### config.mk
export PLATFORM = sky130hd
export DESIGN_NAME = pool_kxk_stream
export DESIGN_NICKNAME = d
export VERILOG_FILES = /design/src/rtl/pool_kxk_stream.sv
export SDC_FILE = /design/constraint.sdc
export NUM_CORES = 1
export LEC_CHECK = 0
export ABC_AREA = 1
export CAP_MARGIN = 10
export CORE_UTILIZATION = 37
export CTS_BUF_LIST = sky130_fd_sc_hd__clkbuf_4 sky130_fd_sc_hd__clkbuf_8
export DETAILED_ROUTE_END_ITERATION = 8
export PLACE_DENSITY = 0.51
export SYNTH_ARGS = -nofsm -noshare
export SYNTH_HDL_FRONTEND = slang
export SYNTH_SLANG_ARGS = --single-unit
### constraint.sdc
create_clock -name clk -period 10.72 [get_ports clk]
set_input_delay 1.072 -clock clk [delete_from_list [all_inputs] [get_ports clk]]
set_output_delay 1.072 -clock clk [all_outputs]
set_load 0.01 [all_outputs]
### src/rtl/pool_kxk_stream.sv
// pool_kxk_stream: streaming KxK (2x2/3x3) average/max pooling over raster-ordered,
// multi-plane frames. Fixed 3-cycle latency from the window-completing pixel.
// Optional build macro POOL_ROUND_EN: average mode rounds half away from zero
// instead of truncating toward zero.
module pool_kxk_stream #(
   parameter int unsigned DATA_WIDTH   = 16,
   parameter int unsigned IMAGE_WIDTH  = 16,
   parameter int unsigned IMAGE_HEIGHT = 16,
   parameter int unsigned KERNEL       = 3,
   parameter int unsigned STRIDE       = 1,
   parameter int unsigned CHANNEL_NUM  = 512,
   parameter int unsigned MODE_MAX     = 0
) (
   input  logic                         clk,
   input  logic                         reset,
   input  logic                         valid_in,
   input  logic signed [DATA_WIDTH-1:0] pxl_in,
   output logic signed [DATA_WIDTH-1:0] pxl_out,
   output logic                         valid_out,
   output logic                         frame_done
);

   localparam int unsigned COL_W    = (IMAGE_WIDTH  > 1) ? $clog2(IMAGE_WIDTH)  : 1;
   localparam int unsigned ROW_W    = (IMAGE_HEIGHT > 1) ? $clog2(IMAGE_HEIGHT) : 1;
   localparam int unsigned PLN_W    = (CHANNEL_NUM  > 1) ? $clog2(CHANNEL_NUM)  : 1;
   localparam int unsigned SUM_W    = DATA_WIDTH + 4;
   localparam int unsigned KK       = KERNEL * KERNEL;
   localparam int unsigned LAST_COL = (KERNEL - 1) + ((IMAGE_WIDTH  - KERNEL) / STRIDE) * STRIDE;
   localparam int unsigned LAST_ROW = (KERNEL - 1) + ((IMAGE_HEIGHT - KERNEL) / STRIDE) * STRIDE;
   localparam logic signed [SUM_W-1:0] KK_S   = SUM_W'(KK);
   localparam logic signed [SUM_W-1:0] HALF_S = SUM_W'(KK / 2);

   logic [COL_W-1:0] col;
   logic [ROW_W-1:0] row;
   logic [PLN_W-1:0] plane;
   logic             col_ph;
   logic             row_ph;

   logic col_last_c;
   logic row_last_c;
   logic plane_last_c;
   logic win_done_c;
   logic last_win_c;

   // Raster position decode; phase bits stand in for the stride modulo terms
   assign col_last_c   = (col   == COL_W'(IMAGE_WIDTH - 1));
   assign row_last_c   = (row   == ROW_W'(IMAGE_HEIGHT - 1));
   assign plane_last_c = (plane == PLN_W'(CHANNEL_NUM - 1));
   assign win_done_c   = (row >= ROW_W'(KERNEL - 1)) && (col >= COL_W'(KERNEL - 1)) &&
                         !col_ph && !row_ph;
   assign last_win_c   = win_done_c && plane_last_c &&
                         (row == ROW_W'(LAST_ROW)) && (col == COL_W'(LAST_COL));

   // Column/row/plane counters and stride phases, advancing only on accepted pixels
   always_ff @(posedge clk or negedge reset) begin
      if (!reset) begin
         col    <= '0;
         row    <= '0;
         plane  <= '0;
         col_ph <= 1'b0;
         row_ph <= 1'b0;
      end else if (valid_in) begin
         if (col_last_c) begin
            col    <= '0;
            col_ph <= 1'b0;
            if (row_last_c) begin
               row    <= '0;
               row_ph <= 1'b0;
               plane  <= plane_last_c ? '0 : plane + PLN_W'(1);
            end else begin
               row    <= row + ROW_W'(1);
               row_ph <= ((STRIDE == 2) && (row >= ROW_W'(KERNEL - 1))) ? ~row_ph : 1'b0;
            end
         end else begin
            col    <= col + COL_W'(1);
            col_ph <= ((STRIDE == 2) && (col >= COL_W'(KERNEL - 1))) ? ~col_ph : 1'b0;
         end
      end
   end

   // Line buffers: g_lb[0] holds the previous row, g_lb[k] the row k+1 above
   for (genvar k = 0; k < KERNEL - 1; k++) begin : g_lb
      logic signed [DATA_WIDTH-1:0] mem [IMAGE_WIDTH];
      if (k == 0) begin : g_first
         // Newest row is written from the incoming pixel
         always_ff @(posedge clk) begin
            if (valid_in) mem[col] <= pxl_in;
         end
      end else begin : g_chain
         // Older rows cascade from the buffer one row newer
         always_ff @(posedge clk) begin
            if (valid_in) mem[col] <= g_lb[k-1].mem[col];
         end
      end
   end

   logic s0_vld;
   logic s0_win;
   logic s0_last;

   // Stage 0 flags: pixel accepted, window completes, last window of frame
   always_ff @(posedge clk or negedge reset) begin
      if (!reset) begin
         s0_vld  <= 1'b0;
         s0_win  <= 1'b0;
         s0_last <= 1'b0;
      end else begin
         s0_vld  <= valid_in;
         s0_win  <= valid_in && win_done_c;
         s0_last <= valid_in && last_win_c;
      end
   end

   // Stage 0 column capture: row r of the incoming column, r = KERNEL-1 is newest
   for (genvar r = 0; r < KERNEL; r++) begin : g_colq
      logic signed [DATA_WIDTH-1:0] q;
      if (r == KERNEL - 1) begin : g_new
         // Current pixel enters the newest row slot
         always_ff @(posedge clk or negedge reset) begin
            if (!reset)        q <= '0;
            else if (valid_in) q <= pxl_in;
         end
      end else begin : g_old
         // Older rows come from the matching line buffer at this column
         always_ff @(posedge clk or negedge reset) begin
            if (!reset)        q <= '0;
            else if (valid_in) q <= g_lb[KERNEL-2-r].mem[col];
         end
      end
   end

   logic signed [DATA_WIDTH-1:0] win_vec [KK];

   // Window shift register, flat index r*KERNEL+c, column KERNEL-1 is newest
   for (genvar i = 0; i < KK; i++) begin : g_win
      logic signed [DATA_WIDTH-1:0] q;
      assign win_vec[i] = q;
      if ((i % KERNEL) == KERNEL - 1) begin : g_load
         // Newest column loads from the captured column
         always_ff @(posedge clk or negedge reset) begin
            if (!reset)      q <= '0;
            else if (s0_vld) q <= g_colq[i / KERNEL].q;
         end
      end else begin : g_shift
         // Older columns shift left one position per accepted pixel
         always_ff @(posedge clk or negedge reset) begin
            if (!reset)      q <= '0;
            else if (s0_vld) q <= g_win[i+1].q;
         end
      end
   end

   logic s1_win;
   logic s1_last;

   // Stage 1 flags track the window registers
   always_ff @(posedge clk or negedge reset) begin
      if (!reset) begin
         s1_win  <= 1'b0;
         s1_last <= 1'b0;
      end else begin
         s1_win  <= s0_win;
         s1_last <= s0_last;
      end
   end

   logic signed [SUM_W-1:0]      sum_chain [KK+1];
   logic signed [DATA_WIDTH-1:0] max_chain [KK];
   logic signed [SUM_W-1:0]      red_c;

   assign sum_chain[0] = '0;
   assign max_chain[0] = win_vec[0];
   // Sign-extended accumulation and signed running maximum over the window
   for (genvar i = 0; i < KK; i++) begin : g_red
      assign sum_chain[i+1] = sum_chain[i] + SUM_W'(win_vec[i]);
      if (i > 0) begin : g_max
         assign max_chain[i] = (win_vec[i] > max_chain[i-1]) ? win_vec[i] : max_chain[i-1];
      end
   end
   assign red_c = (MODE_MAX != 0) ? SUM_W'(max_chain[KK-1]) : sum_chain[KK];

   logic signed [SUM_W-1:0] red_q;
   logic                    s2_win;
   logic                    s2_last;

   // Stage 2: reduction register
   always_ff @(posedge clk or negedge reset) begin
      if (!reset) begin
         red_q   <= '0;
         s2_win  <= 1'b0;
         s2_last <= 1'b0;
      end else begin
         if (s1_win) red_q <= red_c;
         s2_win  <= s1_win;
         s2_last <= s1_last;
      end
   end

   logic signed [SUM_W-1:0]      adj_c;
   logic signed [SUM_W-1:0]      quot_c;
   logic signed [DATA_WIDTH-1:0] res_c;

`ifdef POOL_ROUND_EN
   // Bias by half the divisor away from zero before the truncating divide
   always_comb begin
      adj_c = red_q[SUM_W-1] ? (red_q - HALF_S) : (red_q + HALF_S);
   end
`else
   // Plain truncating average
   always_comb begin
      adj_c = red_q;
   end
`endif

   assign quot_c = adj_c / KK_S;
   assign res_c  = (MODE_MAX != 0) ? DATA_WIDTH'(red_q) : DATA_WIDTH'(quot_c);

   // Stage 3: output register; pxl_out holds between valid pixels
   always_ff @(posedge clk or negedge reset) begin
      if (!reset) begin
         pxl_out    <= '0;
         valid_out  <= 1'b0;
         frame_done <= 1'b0;
      end else begin
         if (s2_win) pxl_out <= res_c;
         valid_out  <= s2_win;
         frame_done <= s2_last;
      end
   end

endmodule

==> flow_summary.json, run 1 <==
{
  "status": "finished clean",
  "fin_crit_sh": 0.912,
  "drc": 0,
  "ys_top_cells_by_area": "edfxtp_1, dfrtp_1, fa_1, o21ai_0, nand2_1",
  "timing.hold.ws_ns": 0.344,
  "synth-edff-count": 512,
  "vias": 23300,
  "syn-cell-area_um2": 35100,
  "drt_iter0_drc": 1648,
  "drt_wl_total_um": 89600,
  "finalNetCount": 3403,
  "cp_max_fo": 10,
  "async_flop_share": 0.332,
  "cap_viol_max_count": 0,
  "avgSynthCellArea_um2": 11.1,
  "slew_headroom": 0.265,
  "die-area_um2": 96200,
  "layout-drive-gt1-share": 0.139,
  "fin_crit_ns": 9.78,
  "grt_pass1_vias": 23300,
  "syn-instance-count": 3158,
  "path_delay_family": "simple AND/OR/NAND/NOR gates",
  "insertion_delay_ns": 0.80,
  "cts_tree": "yes",
  "cts.root.buffer_cell": "clkbuf_8",
  "clk_pin_slew_ns": 0.07,
  "crit_required_ns": 11.35,
  "cp_common_cell": "nand2_2",
  "max_slew.worst_pin.slew_ns": 1.10,
  "path_class": "reg2reg",
  "max_stage_delay_ns": 0.40,
  "ys_warn_count": 0,
  "antenna_found_initial": 3,
  "clockBufferDepth": 3,
  "synth_cell_type_count": 51,
  "gp_congestion": 0.820,
  "area_growth_pct": 13.5,
  "grt_usage": 0.191,
  "firstDrtPassIters": 5,
  "arrival_ns": 10.41,
  "start_kind": "register",
  "grt_max_degree": 155,
  "grt_pass1_wl_um": 139000,
  "via_per_inst": 5.07,
  "io_pins": 37,
  "postPlaceCellArea_um2": 36900,
  "critical_path_buf_inv_count": 9,
  "grt-ovfl-total": 0,
  "start_util": 0.375,
  "fin_skew_ns": 0.0368,
  "htree_num_levels": 4,
  "worst_path_max_delay_cell": "dfrtp_1",
  "synthFlopType": "edfxtp_1",
  "drv_slew": 0,
  "wire_per_inst_um": 19.5,
  "clock-sinks": 766,
  "core_area_um2": 93700,
  "die_y_um": 310,
  "rows": 112,
  "syn_nets": 3327,
  "seq_area_frac_synth": 0.618,
  "max_clock_freq_ghz": 0.102,
  "dp_hpwl_um": 50900,
  "die_w_um": 310,
  "hold_violations": 0,
  "hold_class": "reg2reg",
  "cp-end-kind": "register",
  "ant_nets": 0,
  "final-setup-viol-count": 0,
  "fin_area_um2": 39900,
  "netlist.area_leader.share": 0.438,
  "ys_ff_latch": 766,
  "numCtsBuffers": 135,
  "port_buffers": 36,
  "yosys.area.top_type": "edfxtp_1"
}
-- what timing repair did --
item / CTS / global route
setup endpoints to repair: 0 / 12
gates resized for setup: 0 / 26
setup buffers: 0 / 15
hold buffers: 0 / 0
-- synth_stat cells (8+ instances only) --
cell	number
inv_2	24
dfrtp_1	254
xnor2_1	11
nand3_2	10
nor2_1	421
xor2_1	33
o22ai_1	129
o21bai_1	8
o21ai_0	385
nand2_2	48
o21ai_1	9
nand4_1	41
fa_1	115
a21oi_1	108
nor3_1	12
edfxtp_1	512
inv_1	224
ha_1	35
a41oi_1	15
clkbuf_1	139
nand2_4	15
nand2_1	445
nand3_1	89
mux2_2	19
-- flip-flops by register name (all words and copies together), names as in the netlist, 4 cells and up --
| name | count |
|---|---|
| g_lb.mem | 512 |
| adj_c | 20 |
| plane | 9 |
| col | 4 |
| pxl_out | 16 |
| row | 4 |
| g_colq.q | 48 |
| g_win.q | 144 |
-- layout make-up --
cell class	instances	area, um^2
Tap cell	1254	1570
Antenna cell	6	15.0
Timing Repair Buffer	87	756
Sequential cell	766	21700
Multi-Input combinational cell	1993	12100
Fill cell	8791	53900
Inverter	251	958
Clock buffer	210	2500
Clock inverter	34	241
-- worst register-to-register path: cells and delay by family (launching register included) --
| family | cells | cell delay (ns) |
|---|---|---|
| flops | 1 | 0.40 |
| xor+xnor | 1 | 0.16 |
| fa+ha+maj | 4 | 0.75 |
| compound gates | 5 | 0.65 |
| simple gates | 71 | 7.04 |
| buf+inv | 9 | 0.68 |
-- path summary, 6_finish.rpt --
kind / start / slack, ns / endpoint / depth (start not counted)
setup reg to reg: adj_c[0] / 0.94 / pxl_out[14] / 90
setup / recovery: adj_c[0] / 0.94 / pxl_out[14] / 90
hold reg to reg: s2_last / 0.34 / frame_done / 0
max in group asynchronous: reset / 8.87 / col[1] / 2
min in group asynchronous: reset / 0.36 / g_win[2].q[3] / 1
hold / removal: s2_last / 0.34 / frame_done / 0
-- layout by cell type, fill, tap and decap left out, types with 4 or more instances in the layout --
master / netlist / layout
nor4_1: 4 / 4
a21oi_1: 108 / 106
ha_1: 35 / 34
inv_1: 224 / 221
nand3_2: 10 / 13
nor2_4: 2 / 23
diode_2: 0 / 6
nor3_1: 12 / 12
fa_1: 115 / 115
a41oi_1: 15 / 15
dfrtp_1: 254 / 250
inv_2: 24 / 25
clkbuf_4: 0 / 62
xnor2_1: 11 / 11
nand2_2: 48 / 49
mux2_2: 19 / 19
clkdlybuf4s50_1: 0 / 34
o21ai_1: 9 / 10
clkinv_1: 0 / 16
o21bai_1: 8 / 8
inv_6: 0 / 5
xor2_1: 33 / 32
nor2_1: 421 / 401
nand3_1: 89 / 86
nand2_1: 445 / 440
nand2_4: 15 / 19
buf_4: 2 / 50
o22ai_1: 129 / 129
o21ai_0: 385 / 384
nor2_2: 5 / 4
nand4_1: 41 / 41
edfxtp_1: 512 / 512
clkbuf_8: 0 / 148
clkinv_2: 1 / 6
nand4_2: 6 / 5
-- routing by layer --
layer | global-route usage | up-vias | part of all wire
met1 | 0.260 | 11600 | 0.46
li1 | - | 11000 | -
met5 | 0 | - | 0
met2 | 0.313 | 531 | 0.48
met3 | 0.0298 | 139 | 0.042
met4 | 0.0584 | 0 | 0.019
-- cell families after synthesis --
family / share of synthesized area
and+or+nand+nor: 0.139
DFF: 0.618
AOI/OAI and AO/OA: 0.104
buffers and inverters: 0.0434
adders and majority gates: 0.0780
xor gates and xnor gates: 0.0110
muxes: 0.00609
-- through the flow --
stage	util	setup TNS, ns	worst slack, ns	instances
after floorplan	-	0	2.04	3158
after global placement	0.394	0	0.927	4336
after detailed placement	0.394	0	0.399	4336
after CTS	0.423	0	0.334	4580
after global routing	0.426	-0.0338	-0.0338	4601
final	0.426	0	0.943	4601
Power of run 1 is left out: the tool's default activity adds up to more than one toggle a clock period on the data nets, which glitch-free logic cannot reach.
==> run 2: changes to the inputs <==
- HOLD_SLACK_MARGIN: not set -> 0.05
==> results of run 2 <==
No change in the layout: final DEF, timing and power equal those of run 1.
Power of run 2 is left out for the same reason.
